==> src/rtl/jpc_bitplane_coder_pkg.sv <==
// jpc_bitplane_coder_pkg: block geometry, context constants, FSM types and neighbour helpers
package jpc_bitplane_coder_pkg;
  localparam int W_WT1 = 8;
  localparam int BPC_WIDTH = 8;
  localparam int NN = BPC_WIDTH * BPC_WIDTH;
  localparam int IW = $clog2(NN);
  localparam int CB = $clog2(BPC_WIDTH);
  localparam int SB = $clog2(BPC_WIDTH / 4);
  localparam logic [4:0] CX_MR0 = 5'd14;
  localparam logic [4:0] CX_RL = 5'd17;
  localparam logic [4:0] CX_UNI = 5'd18;
  localparam logic [1:0] PASS_SPP = 2'd0;
  localparam logic [1:0] PASS_MRP = 2'd1;
  localparam logic [1:0] PASS_CUP = 2'd2;
  typedef enum logic [2:0] {LOAD, SPP, MRP, CUP, DONE} state_t;
  typedef enum logic [1:0] {SCAN, SIGN, UNI0, UNI1} step_t;
  // positions outside the code-block read as insignificant
  function automatic logic at(input logic [NN-1:0] a, input int y, input int x);
    if (y < 0 || y >= BPC_WIDTH || x < 0 || x >= BPC_WIDTH) return 1'b0;
    return a[IW'(y * BPC_WIDTH + x)];
  endfunction
  function automatic logic [3:0] hv4(input logic [NN-1:0] a, input int y, input int x);
    return {at(a, y + 1, x), at(a, y - 1, x), at(a, y, x + 1), at(a, y, x - 1)};
  endfunction
  function automatic logic [7:0] nbrs(input logic [NN-1:0] a, input int y, input int x);
    return {at(a, y + 1, x + 1), at(a, y + 1, x - 1), at(a, y - 1, x + 1), at(a, y - 1, x - 1), hv4(a, y, x)};
  endfunction
endpackage

==> src/rtl/jpc_bitplane_coder_ctx_lut.sv <==
// jpc_bitplane_coder_ctx_lut: ZC/SC/MR context and sign xor-bit from the 8-neighbourhood
module jpc_bitplane_coder_ctx_lut
  import jpc_bitplane_coder_pkg::*;
(
  input  logic [7:0] nbr,
  input  logic [3:0] nsg,
  input  logic [1:0] band,
  input  logic       refined,
  output logic [4:0] zc_cx,
  output logic [4:0] sc_cx,
  output logic [4:0] mr_cx,
  output logic       sc_xr
);
  logic [1:0] h, v, hh, vv, hp, hn, vp, vn;
  logic [2:0] dg, hv;
  logic [4:0] zc_lh, zc_d;
  logic hpos, hneg, vpos, vneg;
  assign h = 2'(nbr[0]) + 2'(nbr[1]);
  assign v = 2'(nbr[2]) + 2'(nbr[3]);
  assign dg = 3'(nbr[4]) + 3'(nbr[5]) + 3'(nbr[6]) + 3'(nbr[7]);
  assign hv = 3'(h) + 3'(v);
  assign {hh, vv} = band == 2'd2 ? {v, h} : {h, v};
  assign zc_lh = hh == 2'd2 ? 5'd8 : hh == 2'd1 ? (vv != 2'd0 ? 5'd7 : dg != 3'd0 ? 5'd6 : 5'd5)
               : vv == 2'd2 ? 5'd4 : vv == 2'd1 ? 5'd3 : dg >= 3'd2 ? 5'd2 : dg == 3'd1 ? 5'd1 : 5'd0;
  assign zc_d = dg >= 3'd3 ? 5'd8 : dg == 3'd2 ? (hv != 3'd0 ? 5'd7 : 5'd6)
              : dg == 3'd1 ? (hv >= 3'd2 ? 5'd5 : hv == 3'd1 ? 5'd4 : 5'd3)
              : hv >= 3'd2 ? 5'd2 : hv == 3'd1 ? 5'd1 : 5'd0;
  assign zc_cx = band == 2'd3 ? zc_d : zc_lh;
  // nsg is already masked by significance, so it counts the negative neighbours
  assign hp = 2'(nbr[0] & ~nsg[0]) + 2'(nbr[1] & ~nsg[1]);
  assign hn = 2'(nsg[0]) + 2'(nsg[1]);
  assign vp = 2'(nbr[2] & ~nsg[2]) + 2'(nbr[3] & ~nsg[3]);
  assign vn = 2'(nsg[2]) + 2'(nsg[3]);
  assign {hpos, hneg, vpos, vneg} = {hp > hn, hn > hp, vp > vn, vn > vp};
  assign sc_cx = hpos | hneg ? (vpos | vneg ? (hpos == vpos ? 5'd13 : 5'd11) : 5'd12)
               : (vpos | vneg ? 5'd10 : 5'd9);
  assign sc_xr = hneg | (~hpos & vneg);
  assign mr_cx = refined ? CX_MR0 + 5'd2 : nbr != 8'd0 ? CX_MR0 + 5'd1 : CX_MR0;
endmodule

==> src/rtl/jpc_bitplane_coder.sv <==
// jpc_bitplane_coder: EBCOT tier-1 bit-plane coder, one plane of one code-block per run
module jpc_bitplane_coder
  import jpc_bitplane_coder_pkg::*;
(
  input  logic           clk,
  input  logic           rstn,
  input  logic [W_WT1:0] coeff0,
  input  logic [W_WT1:0] coeff1,
  input  logic [W_WT1:0] coeff2,
  input  logic [W_WT1:0] coeff3,
  input  logic           coef_en,
  input  logic           first_row,
  input  logic           first_col,
  input  logic           last_col,
  input  logic           first_plane,
  input  logic [1:0]     band,
  input  logic [3:0]     bit_pos,
  input  logic           mq_sig_e,
  input  logic           mq_ref_e,
  input  logic           mq_cln_e,
  output logic [9:0]     pp
);
  localparam int PW = SB + CB + 2;
  state_t st, st_d;
  step_t step, step_d;
  logic [PW-1:0] pos, pos_d, base;
  logic [SB-1:0] ps, ld_s, ls;
  logic [CB-1:0] pc, ld_c, lc;
  logic [1:0] pr, rl_row, rl_d, rl_first, pass;
  logic [IW-1:0] idx, sig_at, ri;
  logic [NN-1:0] sig, refd, vis, sgn, bitv;
  logic [W_WT1:0] cf [4];
  logic [7:0] nbr;
  logic [3:0] nsg, col_bits;
  logic [4:0] cx, zc_cx, sc_cx, mr_cx;
  logic fp, fp_eff, cur_sig, cur_vis, cur_bit, cur_sgn, sc_xr, rl_ok;
  logic vld, d, done, adv, skip, sig_we, vis_we, ref_we, en;
  assign cf = '{coeff0, coeff1, coeff2, coeff3};
  assign {ps, pc, pr} = pos;
  assign idx = {ps, pr, pc};
  assign {cur_sig, cur_vis, cur_bit, cur_sgn} = {sig[idx], vis[idx], bitv[idx], sgn[idx]};
  assign nbr = nbrs(sig, int'({ps, pr}), int'(pc));
  assign nsg = hv4(sgn, int'({ps, pr}), int'(pc)) & nbr[3:0];
  assign ls = first_row && first_col ? '0 : ld_s;
  assign lc = first_col ? '0 : ld_c;
  assign fp_eff = first_row && first_col ? first_plane : fp;
  assign pass = st == SPP ? PASS_SPP : st == MRP ? PASS_MRP : PASS_CUP;
  assign en = st == SPP ? mq_sig_e : st == MRP ? mq_ref_e : mq_cln_e;
  assign rl_first = col_bits[0] ? 2'd0 : col_bits[1] ? 2'd1 : col_bits[2] ? 2'd2 : 2'd3;
  jpc_bitplane_coder_ctx_lut u_lut (
    .nbr(nbr), .nsg(nsg), .band(band), .refined(refd[idx]),
    .zc_cx(zc_cx), .sc_cx(sc_cx), .mr_cx(mr_cx), .sc_xr(sc_xr)
  );
  // run-length eligibility: whole column uncoded, insignificant and with an all-zero neighbourhood
  always_comb begin
    rl_ok = 1'b1;
    col_bits = '0;
    ri = '0;
    for (int r = 0; r < 4; r++) begin
      ri = {ps, 2'(r), pc};
      rl_ok = rl_ok && !sig[ri] && !vis[ri] && nbrs(sig, int'({ps, 2'(r)}), int'(pc)) == 8'd0;
      col_bits[r] = bitv[ri];
    end
  end
  always_comb begin
    st_d = st;
    step_d = step;
    pos_d = pos;
    rl_d = rl_row;
    {vld, cx, d, done, adv, skip} = '0;
    {sig_we, vis_we, ref_we} = '0;
    sig_at = idx;
    case (st)
      LOAD: if (coef_en && last_col && &ls) begin
        st_d = fp_eff ? CUP : SPP;
        pos_d = '0;
        step_d = SCAN;
      end
      SPP: if (step == SIGN) begin
        {vld, cx, d, adv} = {1'b1, sc_cx, cur_sgn ^ sc_xr, 1'b1};
      end else if (!cur_sig && nbr != 8'd0) begin
        {vld, cx, d, vis_we, sig_we} = {1'b1, zc_cx, cur_bit, 1'b1, cur_bit};
        step_d = cur_bit ? SIGN : SCAN;
        adv = !cur_bit;
      end else adv = 1'b1;
      MRP: begin
        {vld, cx, d, ref_we} = {cur_sig && !cur_vis, mr_cx, cur_bit, cur_sig && !cur_vis};
        adv = 1'b1;
      end
      CUP: case (step)
        SIGN: {vld, cx, d, adv} = {1'b1, sc_cx, cur_sgn ^ sc_xr, 1'b1};
        UNI0: begin
          {vld, cx, d} = {1'b1, CX_UNI, rl_row[1]};
          step_d = UNI1;
        end
        UNI1: begin
          {vld, cx, d, sig_we} = {1'b1, CX_UNI, rl_row[0], 1'b1};
          sig_at = {ps, rl_row, pc};
          pos_d = {ps, pc, rl_row};
          step_d = SIGN;
        end
        default: if (pr == 2'd0 && rl_ok) begin
          {vld, cx, d} = {1'b1, CX_RL, |col_bits};
          rl_d = rl_first;
          step_d = |col_bits ? UNI0 : SCAN;
          {adv, skip} = {2{~|col_bits}};
        end else if (!cur_sig && !cur_vis) begin
          {vld, cx, d, sig_we} = {1'b1, zc_cx, cur_bit, cur_bit};
          step_d = cur_bit ? SIGN : SCAN;
          adv = !cur_bit;
        end else adv = 1'b1;
      endcase
      default: begin
        done = 1'b1;
        st_d = LOAD;
      end
    endcase
    base = skip ? pos | PW'(3) : pos;
    if (adv) begin
      pos_d = base + 1'b1;
      step_d = SCAN;
      if (&base) st_d = st == SPP ? MRP : st == MRP ? CUP : DONE;
    end
  end
  always_ff @(posedge clk) begin
    if (rstn) begin
      st <= LOAD;
      step <= SCAN;
      pos <= '0;
      rl_row <= '0;
      ld_s <= '0;
      ld_c <= '0;
      fp <= 1'b0;
      {sig, refd, vis, sgn, bitv} <= '0;
      pp <= '0;
    end else begin
      st <= st_d;
      step <= step_d;
      pos <= pos_d;
      rl_row <= rl_d;
      pp <= vld && en ? {2'b01, pass, cx, d} : {done, 9'd0};
      if (st == LOAD && coef_en) begin
        if (first_row && first_col) begin
          fp <= first_plane;
          vis <= '0;
          if (first_plane) {sig, refd} <= '0;
        end
        for (int r = 0; r < 4; r++) begin
          sgn[{ls, 2'(r), lc}] <= cf[r][W_WT1];
          bitv[{ls, 2'(r), lc}] <= cf[r][bit_pos];
        end
        ld_c <= lc + 1'b1;
        if (last_col) ld_s <= ls + 1'b1;
      end
      if (sig_we) sig[sig_at] <= 1'b1;
      if (vis_we) vis[idx] <= 1'b1;
      if (ref_we) refd[idx] <= 1'b1;
    end
  end
endmodule

==> config.mk <==
export PLATFORM = sky130hd
export DESIGN_NAME = jpc_bitplane_coder
export DESIGN_NICKNAME = d
export VERILOG_FILES = /design/src/rtl/jpc_bitplane_coder_pkg.sv /design/src/rtl/jpc_bitplane_coder_ctx_lut.sv /design/src/rtl/jpc_bitplane_coder.sv
export SDC_FILE = /design/constraint.sdc
export NUM_CORES = 1
export LEC_CHECK = 0
export CAP_MARGIN = 30
export CORE_MARGIN = 1
export CORE_UTILIZATION = 35
export DETAILED_ROUTE_END_ITERATION = 10
export RECOVER_POWER = 50
export SLEW_MARGIN = 10
export SYNTH_ARGS = -nofsm -noshare
export SYNTH_HDL_FRONTEND = slang
export SYNTH_SLANG_ARGS = --single-unit
==> constraint.sdc <==
create_clock -name clk -period 9.04 [get_ports clk]
set_input_delay 2.712 -clock clk [delete_from_list [all_inputs] [get_ports clk]]
set_output_delay 2.712 -clock clk [all_outputs]
set_load 0.005 [all_outputs]
==> flow_summary_export.csv <==
group,metric,value,unit
outcome,status,"finished with violations",
outcome,violations,"max-capacitance violations, max-slew violations",
yosys,synth_edf_count,0,
floorplanning,initial_core_util,35.3,%
timing,worst_hold_slack,478,ps
layout,final_nets,2198,
floorplanning,dieArea,57800,um2
layout,final_core_util,39.6,%
drt,finalWirelength,67800,um
layout,layout_common_cells,"nor2_1, dfxtp_1, mux2i_1",
cts,post-cts-setup-buffers,0,
cts,cts_made_buffers,40,
global_routing,antenna_found_initial,0,
cts,cts.sinks,348,
cts,clock_latency,570,ps
yosys,avgSynthCellArea,9.22,um2
timing,tns,0,ps
cts,cts_root_buffer,"clkbuf_16",
layout,drive_above_1_share,13.0,%
yosys,synth_mux_area_share,20.4,%
floorplanning,fp-row-count,87,
pwr,seq_power_share,44.4,%
pwr,power.total,3490,uW
global_routing,grt_max_degree,141,
cts,ctsResizeCount,0,
timing,final_hold_viol_count,0,
global_routing,grt_overflow_total,0,
yosys,synth-seq-cells,348,
setup_path,crit_arrival,7320,ps
cts,clk_pin_slew,60,ps
pwr,p_per_area,156,nW/um2
yosys,yosysUniqueCellTypes,88,
setup_path,setup.worst_path.start_class,"input pin",
yosys,yosys.area_share.simple,15.5,%
place,io_buffers,61,
yosys,seq_area_frac_synth,35.0,%
place,hpwl,44500,um
yosys,synth.cell_area,19900,um2
place,gp_congestion,0.934,
pwr,ir_drop,0.124,mV
pwr,swShare,26.0,%
pwr,intPower,2580,uW
global_routing,gr-usage-met2,36.7,%
drt,detail-route-antenna-nets,0,
timing,rsz0062_at_grt,"false",
drt,firstDrtPassIters,7,
yosys,synth_xor_area_share,0.912,%
drt,vias,17900,
timing,setup_viol,0,
yosys,synthAdderAreaFrac,2.34,%
setup_path,r2r_cells,26,
yosys,ys.flop_type,"dfxtp_1",
cts,cts_tree,"built",
global_routing,gr-usage-met1,31.0,%
floorplanning,die_width,240,um
hold_path,holdPathEnd,"fp",
floorplanning,ios,62,
yosys,ys_async_sr_fraction,0,%
yosys,synth_top_family_by_area,"compound AO/OA/AOI/OAI gates",
setup_path,reg2reg_slack,2260,ps
drt,drt-initial-drc-count,2175,
setup_path,cp.required,9530,ps
floorplanning,core_area,56300,um2
setup_path,r2r_end,"pp[1]",
timing,fmax,146,MHz
cts,cts_max_path_buffers,3,
timing,skew,21.5,ps
global_routing,grt_first_pass_wirelength,104000,um
layout,area_delta_synth_final,12.1,%
pwr,power.switching,908,uW
pwr,p_leak,0.00807,uW
job,drv_cap,2,
global_routing,grt_usage,23.3,%
pwr,pwr-share-clk,45.5,%
floorplanning,die_h,240,um
hold_path,hold_depth,2,
drt,drcViolationCount,0,
yosys,syn_inst,2156,
layout,layout_commonest_cell,"nor2_1",
global_routing,busiest_layer,"met2",
timing,finalCriticalPeriod,6830,ps
drt,viasPerCell,6.19,
cts,hold_buffers,0,
timing,min_period_over_period,75.5,%
setup_path,cp_max_fo,65,
timing,slew_viol_final,117,
setup_path,crit_path_end_kind,"register",
global_routing,gr-usage-met3,3.71,%
hold_path,hp-class,"register to register",
setup_path,timing.rr.start,"pos[1]",
cts,htreeDepth,2,
timing,worst_pin_slew,3120,ps
drt,detail_route.wl_per_cell,23.4,um
hold_path,hold_start,"fp",
yosys,synth_fp_nets,2244,
timing,maxSlewHeadroom,-108,%
setup_path,setup.worst_path.class,"input pin to register",
global_routing,grt_pass1_vias,17000,
pwr,p_comb_share,10.0,%
yosys,synth_compound_area_share,20.6,%
yosys,synth_warnings,0,
==> state kept, by name, indices dropped and copies added (netlist names) <==
register	count
ld_s	1
fp	1
vis	64
pp	10
sig	64
ld_c	3
step	2
rl_row	2
pos	6
sgn	64
bitv	64
refd	64
st	3
==> power groups by stage <==
stage | registers (uW) | clock network [uW] | logic (uW)
after detailed placement | 1580 | 0 | 341
after CTS | 1550 | 1610 | 342
final | 1550 | 1590 | 350
after floorplan | 1580 | 0 | 229
after global routing | 1550 | 1680 | 374
after global placement | 1580 | 0 | 338
==> Yosys cell counts, types with 14 or more instances <==
library cell  instances  area, um2
mux2_2               38        428
a22o_1               14        123
nor3_1               38        190
ha_1                 34        425
nor2_1              411       1540
a32oi_1              70        613
nor2b_1              24        150
nand3_1              30        150
a32o_1               68        681
o21ai_0              35        175
nand2_1              72        270
nand2b_1             20        125
a211oi_1             22        165
nand4_1              16        100
dfxtp_1             348       6970
inv_1                37        139
and2_1               16        100
mux2i_1             152       1520
clkbuf_1            148        556
a21oi_1             103        515
a22oi_1             104        781
mux4_2               93       2090
buf_2                35        175
==> how the worst max path moves through the flow <==
stage / to / depth (start not counted) / slack (ps) / start
detailed placement: pp[1] / 26 / 2390 / pos[1]
global route: pp[1] / 28 / 1610 / pos[1]
CTS: pp[1] / 26 / 2370 / pos[1]
global placement: pp[1] / 26 / 2600 / pos[1]
finish: refd[51] / 8 / 2210 / coef_en
floorplan: pp[1] / 31 / 2710 / pos[2]
==> per-stage QoR <==
step | area (um2) | std cells | worst slack, ps
2_1_floorplan | 19900 | 2156 | 2710
3_3_place_gp | 21000 | 2815 | 2600
3_5_place_dp | 21100 | 2821 | 2390
4_1_cts | 22300 | 2891 | 2370
5_1_grt | 22300 | 2894 | 1610
6_report | 22300 | 2895 | 2210
==> metal layers <==
metal / vias to the layer above / part of all wire [%]
li1: 7995 / -
met1: 8804 / 41
met2: 938 / 45
met3: 185 / 8.7
met4: 0 / 5.1
met5: - / 0
==> layout make-up <==
class / instances / area, um2
Clock buffer: 54 / 1100
Tap cell: 756 / 946
Clock inverter: 16 / 149
Timing Repair Buffer: 120 / 1040
Inverter: 40 / 150
Sequential cell: 348 / 6980
Fill cell: 5546 / 34000
Antenna cell: 1 / 2.50
Multi-Input combinational cell: 1560 / 11900
==> logic make-up (layout without fill, tap and decap cells) <==
kind of cell    after synthesis  count (layout)
buf+inv                     248             230
simple gates                685             685
xor+xnor                     19              19
flops                       348             348
mux                         284             284
other cells                   0               1
compound gates              536             536
fa+ha+maj                    36              36
==> worst max-delay path, cell delays in order <==
cell and delay, ps:
dlygate4sd3_1 550, nor4b_1 150, clkbuf_1 610, nor2b_1 410, nand2_2 80, clkbuf_1 2170, a22oi_1 340, nor2_1 210
Note: power is estimated with default switching activity, not from simulation.
